[src/rtl/switch_debouncer.sv]
// Two-channel switch/button conditioner feeding the lab AND-gate stage.
// Each channel synchronizes a raw, bouncy input through two flops, then
// accepts a new level only after the synchronized value has held for
// STABLE_CYCLES consecutive cycles past the first transition sample.
// Registered level plus single-cycle rise/fall pulses are produced per
// channel. STABLE_CYCLES must lie in 2 .. 2**CNT_W-1.

module debounce_channel #(
  parameter int unsigned STABLE_CYCLES = 1000000,
  parameter int unsigned CNT_W         = 20
) (
  input  logic clk,
  input  logic rst,
  input  logic raw,
  output logic level,
  output logic rise,
  output logic fall
);

  typedef enum logic [1:0] {
    IDLE_LOW  = 2'd0,
    WAIT_HIGH = 2'd1,
    IDLE_HIGH = 2'd2,
    WAIT_LOW  = 2'd3
  } state_t;

  // Final count value of a qualifying window; reaching it while the
  // synchronized input still agrees commits the new level.
  localparam logic [CNT_W-1:0] CNT_LAST = CNT_W'(STABLE_CYCLES - 1);

  logic             s1;
  logic             s2;
  state_t           state_q;
  state_t           state_d;
  logic [CNT_W-1:0] cnt_q;
  logic [CNT_W-1:0] cnt_d;
  logic             level_q;
  logic             level_d;
  logic             rise_q;
  logic             rise_d;
  logic             fall_q;
  logic             fall_d;

  // Two-flop synchronizer: raw is asynchronous, only s2 reaches the FSM.
  // NOTE: sequential state uses non-blocking (<=) so every flop samples the
  // pre-edge value of its source; blocking here would collapse s1 and s2
  // into a single stage.
  always_ff @(posedge clk) begin
    if (rst) begin
      s1 <= 1'b0;
      s2 <= 1'b0;
    end else begin
      s1 <= raw;
      s2 <= s1;
    end
  end

  // State, counter and output registers; reset wins over everything.
  always_ff @(posedge clk) begin
    if (rst) begin
      state_q <= IDLE_LOW;
      cnt_q   <= '0;
      level_q <= 1'b0;
      rise_q  <= 1'b0;
      fall_q  <= 1'b0;
    end else begin
      state_q <= state_d;
      cnt_q   <= cnt_d;
      level_q <= level_d;
      rise_q  <= rise_d;
      fall_q  <= fall_d;
    end
  end

  // Next-state logic: qualify a transition window, abort on any bounce.
  // NOTE: every signal written here gets a default first, so no path can
  // leave one unassigned and infer a latch; pulses default to 0 so they
  // last exactly one cycle.
  always_comb begin
    state_d = state_q;
    cnt_d   = cnt_q;
    level_d = level_q;
    rise_d  = 1'b0;
    fall_d  = 1'b0;
    case (state_q)
      IDLE_LOW: begin
        if (s2) begin
          state_d = WAIT_HIGH;
          cnt_d   = '0;
        end
      end
      WAIT_HIGH: begin
        if (!s2) begin
          // Bounce: drop the window without touching the outputs.
          state_d = IDLE_LOW;
        end else if (cnt_q == CNT_LAST) begin
          state_d = IDLE_HIGH;
          level_d = 1'b1;
          rise_d  = 1'b1;
        end else begin
          cnt_d = cnt_q + 1'b1;
        end
      end
      IDLE_HIGH: begin
        if (!s2) begin
          state_d = WAIT_LOW;
          cnt_d   = '0;
        end
      end
      WAIT_LOW: begin
        if (s2) begin
          state_d = IDLE_HIGH;
        end else if (cnt_q == CNT_LAST) begin
          state_d = IDLE_LOW;
          level_d = 1'b0;
          fall_d  = 1'b1;
        end else begin
          cnt_d = cnt_q + 1'b1;
        end
      end
      default: begin
        state_d = IDLE_LOW;
      end
    endcase
  end

  assign level = level_q;
  assign rise  = rise_q;
  assign fall  = fall_q;

endmodule

module switch_debouncer #(
  parameter int unsigned STABLE_CYCLES = 1000000,
  parameter int unsigned CNT_W         = 20
) (
  input  logic clk,
  input  logic rst,
  input  logic raw_a,
  input  logic raw_b,
  output logic input_a,
  output logic input_b,
  output logic rise_a,
  output logic rise_b,
  output logic fall_a,
  output logic fall_b
);

  // Channel A: drives gate operand A.
  debounce_channel #(
    .STABLE_CYCLES (STABLE_CYCLES),
    .CNT_W         (CNT_W)
  ) u_chan_a (
    .clk   (clk),
    .rst   (rst),
    .raw   (raw_a),
    .level (input_a),
    .rise  (rise_a),
    .fall  (fall_a)
  );

  // Channel B: drives gate operand B; shares nothing with channel A.
  debounce_channel #(
    .STABLE_CYCLES (STABLE_CYCLES),
    .CNT_W         (CNT_W)
  ) u_chan_b (
    .clk   (clk),
    .rst   (rst),
    .raw   (raw_b),
    .level (input_b),
    .rise  (rise_b),
    .fall  (fall_b)
  );

endmodule

[config.mk]
export PLATFORM = sky130hd
export DESIGN_NAME = switch_debouncer
export DESIGN_NICKNAME = d
export VERILOG_FILES = /design/src/rtl/switch_debouncer.sv
export SDC_FILE = /design/constraint.sdc
export NUM_CORES = 1
export LEC_CHECK = 0
export CORE_MARGIN = 3
export CORE_UTILIZATION = 60
export CTS_BUF_LIST = sky130_fd_sc_hd__clkbuf_16
export DETAILED_ROUTE_END_ITERATION = 8
export PLACE_DENSITY = 0.79
export SYNTH_ARGS = -nofsm -noshare
export SYNTH_HDL_FRONTEND = slang
export SYNTH_SLANG_ARGS = --single-unit
[constraint.sdc]
create_clock -name clk -period 6.3 [get_ports clk]
set_input_delay 1.575 -clock clk [delete_from_list [all_inputs] [get_ports clk]]
set_output_delay 1.575 -clock clk [all_outputs]
set_load 0.05 [all_outputs]
# Word-level counts from Yosys, hierarchy flattened

Cells that the tools add are included.

Div/mod/pow operators: 0
Add/sub/neg operators: 2
Bitwise operators: 6
Reductions and logical operators: 14
Equal/unequal tests: 24
Multiplexer cells: 38
Multipliers: 0
Order comparisons: 0
Shift operators: 0

Operator list:

| cell                                                 | count |
|---|---|
| 2-to-1 mux 20 bit                                    | 10 |
| case mux 20 bit (4 select lines)                     | 2 |
| adder 20 x 1 -> 20 bit (second input constant)       | 2 |
| equality test 20 bit (second input constant)         | 2 |
| 2-to-1 mux 2 bit                                     | 12 |
| != test 2 x 1 -> 1 bit (second input constant)       | 8 |
| case mux 2 bit (4 select lines)                      | 2 |
| AND reduction 4 bit                                  | 4 |
| OR reduction 3 bit                                   | 4 |
| 2-to-1 mux 1 bit                                     | 10 |
| AND reduction 5 bit                                  | 2 |
| equality test 2 bit (second input constant)          | 4 |
| != test 2 bit (second input constant)                | 4 |
| != test 3 x 1 -> 1 bit (second input constant)       | 2 |
| != test 3 bit (second input constant)                | 2 |
| inverter 1 bit                                       | 6 |
| equality test 2 x 1 -> 1 bit (second input constant) | 2 |
| zero test 2 bit                                      | 2 |
| case mux 1 bit (2 select lines)                      | 2 |
| nonzero test 2 bit                                   | 2 |

Bits in latches: 0
Memory bits (writable): 0
Input bits: 4
Memories kept: 0
Logic and storage cells: 98
Bits in registers: 54
Memory bits (read-only): 0
Output and inout port bits: 6

# Logic depth before layout (Yosys ltp)

Gate-level depths: netlist of run 1.

Word-level depth: 4
Depth in mapped cells: 7
Depth with buffers taken out: 6

# Hierarchy

A second synthesis of run 1 with hierarchy kept.

Cells, all modules: 312
Area total of the unflattened synthesis: 2697.6 µm²

Modules (own cells, without submodules):

| module           | area an instance (µm²) | times used | cells each | seq. area each (µm²) |
|---|---|---|---|---|
| debounce_channel | 1348.8                 | 2          | 156        | 540.5 |

# Worst setup path before layout of run 1

No wires, ideal clock.

Kind: input -> register
Start point: in rst
End point: reg u_chan_a.cnt_q[16]
Required time: 6.231 ns
Library setup time: 0.069 ns
Stages: 4
Arrival: 2.406 ns
Path buffers: 0
Path slack: 3.825 ns
Cell sequence: clkinv_1 o21ai_1 or4_1 o21ai_1

RTL lines:

| what                 | line | text |
|---|---|---|
| from (decl)          | 138  | `input logic rst,` |
| to (signal assigned) | 68   | `cnt_q <= cnt_d;` |
| to (decl)            | 35   | `logic [CNT_W-1:0] cnt_q;` |

==> impl_metrics.json, run 1 <==
{
  "worstPathCellList": "clkdlybuf4s50_1 > clkinv_1 > o21ai_1 > nor4_1 > o21bai_1",
  "arrival_ns": 3.93,
  "final-hold-violation-count": 0,
  "path_clk_slew_ns": 0.07,
  "clk_path_buf_depth": 2,
  "setup_tns_ns": 0,
  "io_buffers": 9,
  "clock-root-buffer": "clkbuf_16",
  "die_area_mm2": 0.00522,
  "vias": 2341,
  "dieWidth_um": 72.2,
  "rsz0062_at_grt": "no",
  "powerDensity_mw_per_mm2": 226,
  "drive_gt1_share_pct": 6.54,
  "r2r-start": "u_chan_b.cnt_q[0]",
  "clkSinkCount": 54,
  "grt.overflow.total": 0,
  "synth_cells": 317,
  "grtUsageTotal_pct": 23.1,
  "cts_hold_buf": 0,
  "netlist_area_mm2": 0.00263,
  "place_inst": 363,
  "slowest_stage": "clkdlybuf4s50_1",
  "n_antenna_cell": 0,
  "outcome": "finished clean",
  "nets": 326,
  "peakVddDrop_mv": 0.215,
  "die_h_um": 72.2,
  "ys_warn_count": 0,
  "cts_made_buffers": 5,
  "cp.required_ns": 6.48,
  "drcViolationCount": 0,
  "ys_types": 49,
  "synth_edf_count": 0,
  "p_total_uw": 650,
  "clock.fmax_ghz": 0.267,
  "yosys_register_bits": 54,
  "whs_endpoint": "u_chan_a.s2",
  "drtPass1Iterations": 7,
  "crit_cells": 5,
  "grt_pass1_vias": 2008,
  "hp-start": "u_chan_a.s1",
  "slew_headroom_pct": 16.7,
  "skew_ns": 0.00323,
  "cts_tree": "done",
  "final_common_cell": "dfxtp_1",
  "routedWlPerCell_um": 15.0,
  "insertion_delay_ns": 0.29,
  "grt_max_degree": 21,
  "setup-violations-final": 0,
  "crit_fanout": 20,
  "postRouteAntennaNets": 0,
  "cts_setup_buffers": 0,
  "fin_area_mm2": 0.00287,
  "finalNonFillerCells": 371,
  "start_kind": "input port",
  "synthArstFlopShare_pct": 0,
  "critPathBufInv": 2,
  "cts_resized": 0,
  "core_mm2": 0.00412,
  "rrSetupSlack_ns": 3.59,
  "synthFlopType": "dfxtp_1",
  "path_class": "input port to register",
  "min_period_ns": 3.75,
  "yosysSeqAreaShare_pct": 41.1,
  "viasPerCell": 6.31,
  "syn_nets": 323,
  "io_pins": 10,
  "postPlaceCellArea_mm2": 0.00273,
  "maxCapViolations": 0,
  "totalWireLength_mm": 5.56,
  "syn_area_per_cell_um2": 8.30,
  "gp_congestion": 0.905,
  "max_slew.worst_pin.slew_ns": 1.24,
  "slowest_delay_ns": 0.87,
  "period_share_pct": 59.5,
  "layout_common_cells": "54 x dfxtp_1, 30 x nor2_1, 24 x nand2_1, 23 x a21oi_1, 18 x nand3_1",
  "path_delay_family": "buffers and inverters",
  "crit_path_end_kind": "register",
  "drv_slew": 0,
  "initialDrtViolationCount": 299,
  "h-tree-depth": 2,
  "grt_pass1_wl_mm": 9.74,
  "hpwl_mm": 4.03,
  "initial_core_util_pct": 63.9,
  "syn2layout_area_growth_pct": 9.23,
  "hold_path_class": "register to register",
  "rr_worst_depth": 6,
  "leakagePower_nw": 0.875,
  "reg2reg_to": "u_chan_b.cnt_q[6]",
  "antenna_found_initial": 0,
  "min_path_cells": 1,
  "rows": 23
}
-- per-stage QoR --
stage / util, % / hold slack, ns / setup WS [ns]
floorplan: - / 0.414 / 3.82
global placement: 66.3 / 0.419 / 2.32
detailed placement: 66.3 / 0.427 / 2.24
CTS: 69.8 / 0.443 / 2.54
global route: 69.8 / 0.460 / 2.22
finish: 69.8 / 0.440 / 2.55
-- worst max-delay path by stage --
stage,startpoint,slack [ns],end
2_1_floorplan,rst,3.82,u_chan_a.cnt_q[16]
3_3_place_gp,rst,2.32,u_chan_a.cnt_q[12]
3_5_place_dp,rst,2.24,u_chan_a.cnt_q[3]
4_1_cts,rst,2.54,u_chan_a.cnt_q[2]
5_1_grt,rst,2.22,u_chan_a.cnt_q[2]
6_report,rst,2.55,u_chan_a.cnt_q[3]
-- logic make-up (layout without fill, tap and decap cells) --
| kind of cell | Yosys count | in the layout | synth area share, % |
|---|---|---|---|
| and+or+nand+nor | 150 | 150 | 31.9 |
| AOI/OAI and AO/OA | 65 | 65 | 15.2 |
| DFF | 54 | 54 | 41.1 |
| buffers and inverters | 25 | 29 | 3.80 |
| xor gates and xnor gates | 18 | 18 | 5.99 |
| muxes | 3 | 3 | 1.14 |
| adders and majority gates | 2 | 2 | 0.951 |
-- where the power goes --
group | leakage (nW) | switching, mW | internal (mW)
registers | 0.436 | 0.00321 | 0.345
clock network | 0.0679 | 0.125 | 0.147
logic | 0.371 | 0.0208 | 0.00906
-- synth_stat cells, types with 2 or more instances --
cell type / instances / area share, %
a21oi_1: 23 / 4.4
a31o_2: 3 / 1.0
a31oi_1: 2 / 0.48
and2_1: 2 / 0.48
and3_1: 2 / 0.48
clkbuf_1: 9 / 1.3
dfxtp_1: 54 / 41
ha_1: 2 / 0.95
inv_1: 11 / 1.6
mux2i_1: 3 / 1.1
nand2_1: 24 / 3.4
nand3_1: 18 / 3.4
nand4_1: 10 / 2.4
nand4b_1: 3 / 1.0
nor2_1: 30 / 4.3
nor2b_1: 7 / 1.7
nor3_1: 6 / 1.1
nor3b_1: 3 / 0.86
nor4_1: 11 / 2.6
nor4b_1: 3 / 1.0
o211ai_1: 6 / 1.7
o21a_1: 3 / 0.86
o21ai_0: 16 / 3.0
o21ai_1: 4 / 0.76
or2_2: 5 / 1.2
or3_1: 10 / 2.4
or4_1: 8 / 2.3
or4_4: 2 / 0.86
xnor2_1: 8 / 2.7
xor2_1: 10 / 3.3
-- state kept, by name, indices dropped and copies added, names as in the netlist, named ones only --
name,flops
u_chan_a.s2,1
u_chan_a.rise,1
u_chan_a.fall,1
u_chan_b.fall,1
u_chan_a.level,1
u_chan_a.state_q,1
u_chan_b.s2,1
u_chan_b.state_q,1
u_chan_b.s1,1
u_chan_a.s1,1
u_chan_a.cnt_q,20
u_chan_b.rise,1
u_chan_b.cnt_q,20
u_chan_b.level,1
-- layer usage --
layer	track usage [%]	wire, um	vias up
met2	31.7	2360	93
li1	-	-	1163
met4	6.89	72	0
met3	4.43	424	6
met1	36.1	2700	1079
met5	0	0	-
-- layout make-up --
class | count | area [um2]
inverters | 12 | 45.0
well taps | 50 | 62.6
clock buffers | 5 | 125
flip-flops and latches | 54 | 1080
clock inverters | 3 | 20.0
repair buffers | 9 | 90.1
fillers | 351 | 1240
multi-input cells | 238 | 1450
No activity file was read; power rests on OpenSTA's default activity.
==> inputs of run 2 (changes only) <==
--- a/config.mk
+++ b/config.mk
@@ -6,10 +6,10 @@
 export NUM_CORES = 1
 export LEC_CHECK = 0
 export CORE_MARGIN = 3
-export CORE_UTILIZATION = 60
+export CORE_UTILIZATION = 54
 export CTS_BUF_LIST = sky130_fd_sc_hd__clkbuf_16
 export DETAILED_ROUTE_END_ITERATION = 8
-export PLACE_DENSITY = 0.79
+export PLACE_DENSITY = 0.75
 export SYNTH_ARGS = -nofsm -noshare
 export SYNTH_HDL_FRONTEND = slang
 export SYNTH_SLANG_ARGS = --single-unit
==> constraint.sdc (replaced) <==
create_clock -name clk -period 3.35 [get_ports clk]
set_input_delay 0.8375 -clock clk [delete_from_list [all_inputs] [get_ports clk]]
set_output_delay 0.8375 -clock clk [all_outputs]
set_load 0.05 [all_outputs]
==> impl_metrics.json, run 2 (synthesis gave the netlist of run 1 again) <==
{
  "cts_hold_buf": 0,
  "min_period_ns": 2.39,
  "p_switching_uw": 268,
  "critPathMostFrequentCell": "or4_1",
  "vias": 2316,
  "cts_tree": "done",
  "path_delay_family": "simple AND/OR/NAND/NOR gates",
  "rows": 24,
  "slew_headroom_pct": 31.1,
  "routedWlPerCell_um": 14.6,
  "syn2layout_area_growth_pct": 11.2,
  "grtUsageTotal_pct": 21.5,
  "seqPwrFrac_pct": 54.2,
  "clock-root-buffer": "clkbuf_16",
  "slowest_delay_ns": 0.56,
  "clock.fmax_ghz": 0.418,
  "nets": 331,
  "postRouteAntennaNets": 0,
  "insertion_delay_ns": 0.29,
  "intPower_uw": 941,
  "arrival_ns": 2.56,
  "grt_max_degree": 20,
  "place_ws_ns": 0.809,
  "cts_made_buffers": 5,
  "maxCapViolations": 0,
  "leakagePower_nw": 0.893,
  "setup_tns_ns": 0,
  "start_kind": "register",
  "reg_top3": "u_chan_a.cnt_q (20), u_chan_b.cnt_q (20)",
  "drv_slew": 0,
  "skew_ns": 0.00694,
  "path_class": "register to register",
  "drtPass1Iterations": 4,
  "fin_util_pct": 64.5,
  "cp.required_ns": 3.52,
  "core_mm2": 0.00453,
  "dieWidth_um": 75.8,
  "viasPerCell": 5.94,
  "n_fill_cell": 417,
  "peakVddDrop_mv": 0.323,
  "hpwl_mm": 4.02,
  "layout_common_cells": "54 x dfxtp_1, 30 x nor2_1, 24 x nand2_1, 23 x a21oi_1, 18 x nand3_1",
  "die_area_mm2": 0.00575,
  "max_slew.worst_pin.slew_ns": 1.03,
  "clk_path_buf_depth": 2,
  "drive_gt1_share_pct": 8.00,
  "drcViolationCount": 0,
  "io_buffers": 9,
  "hold_path_class": "register to register",
  "worstPathCellList": "ha_1 > nand2_1 > or4_1 > o21ai_0 > buf_4 > or4_1 > a21oi_1",
  "initial_core_util_pct": 58.0,
  "h-tree-depth": 2,
  "die_h_um": 75.8,
  "comb_power_share_pct": 5.0,
  "route.met3.wl_um": 268,
  "grt_pass1_wl_mm": 9.60,
  "slowest_stage": "or4_1",
  "grt_pass1_vias": 2037,
  "initialDrtViolationCount": 189,
  "drt-met1-wl_mm": 2.98,
  "crit_path_end_kind": "register",
  "p_total_mw": 1.21,
  "gp_congestion": 0.902,
  "highest_layer": "met4",
  "n_antenna_cell": 0,
  "critPathBufInv": 1,
  "outcome": "finished clean",
  "cts_setup_buffers": 0,
  "period_share_pct": 71.5,
  "crit_fanout": 8,
  "clkPwrFrac_pct": 40.8,
  "worst_slack_ns": 0.955,
  "final_common_cell": "dfxtp_1",
  "grt.overflow.total": 0,
  "met2WireLength_mm": 2.40,
  "path_clk_slew_ns": 0.07,
  "totalWireLength_mm": 5.69,
  "cts_resized": 0,
  "setup-violations-final": 0,
  "powerDensity_mw_per_mm2": 413,
  "clkSinkCount": 54,
  "rsz0062_at_grt": "no",
  "final-hold-violation-count": 0,
  "antenna_found_initial": 0,
  "io_pins": 10,
  "hold_ws_ns": 0.450,
  "sw_frac_of_total_pct": 22.2
}
run 2: stage by stage:
step | instances | instance area, um2
floorplan | 317 | 2630
global placement | 383 | 2790
detailed placement | 383 | 2790
CTS | 390 | 2930
global route | 390 | 2930
finish | 390 | 2930
run 2: final timing paths:
kind | from | endpoint | slack [ns] | cells after the start
max reg2reg | u_chan_b.cnt_q[0] | u_chan_b.cnt_q[5] | 0.96 | 7
min | u_chan_a.s1 | u_chan_a.s2 | 0.45 | 1
min reg2reg | u_chan_a.s1 | u_chan_a.s2 | 0.45 | 1
max | u_chan_b.cnt_q[0] | u_chan_b.cnt_q[5] | 0.96 | 7
run 2: power by group through the flow:
stage          clock network (mW)  logic (mW)  registers, mW
2_1_floorplan                   0      0.0305          0.678
3_3_place_gp                    0      0.0597          0.670
3_5_place_dp                    0      0.0611          0.669
4_1_cts                     0.503      0.0612          0.655
5_1_grt                     0.529      0.0660          0.655
6_report                    0.493      0.0610          0.655
run 2: final cells by class:
cell class | count | area, um2 | area share, %
clock buffers | 5 | 125 | 4.28
flip-flops and latches | 54 | 1080 | 37.0
repair buffers | 14 | 128 | 4.36
well taps | 65 | 81.3 | 2.78
multi-input cells | 238 | 1450 | 49.6
clock inverters | 2 | 15.0 | 0.513
inverters | 12 | 45.0 | 1.54
run 2: per-layer routing:
metal  global-route usage [%]  vias up
met5                        0        -
met4                     4.08        0
met3                     5.94        8
met2                     29.1       56
met1                     33.7     1089
li1                         -     1163
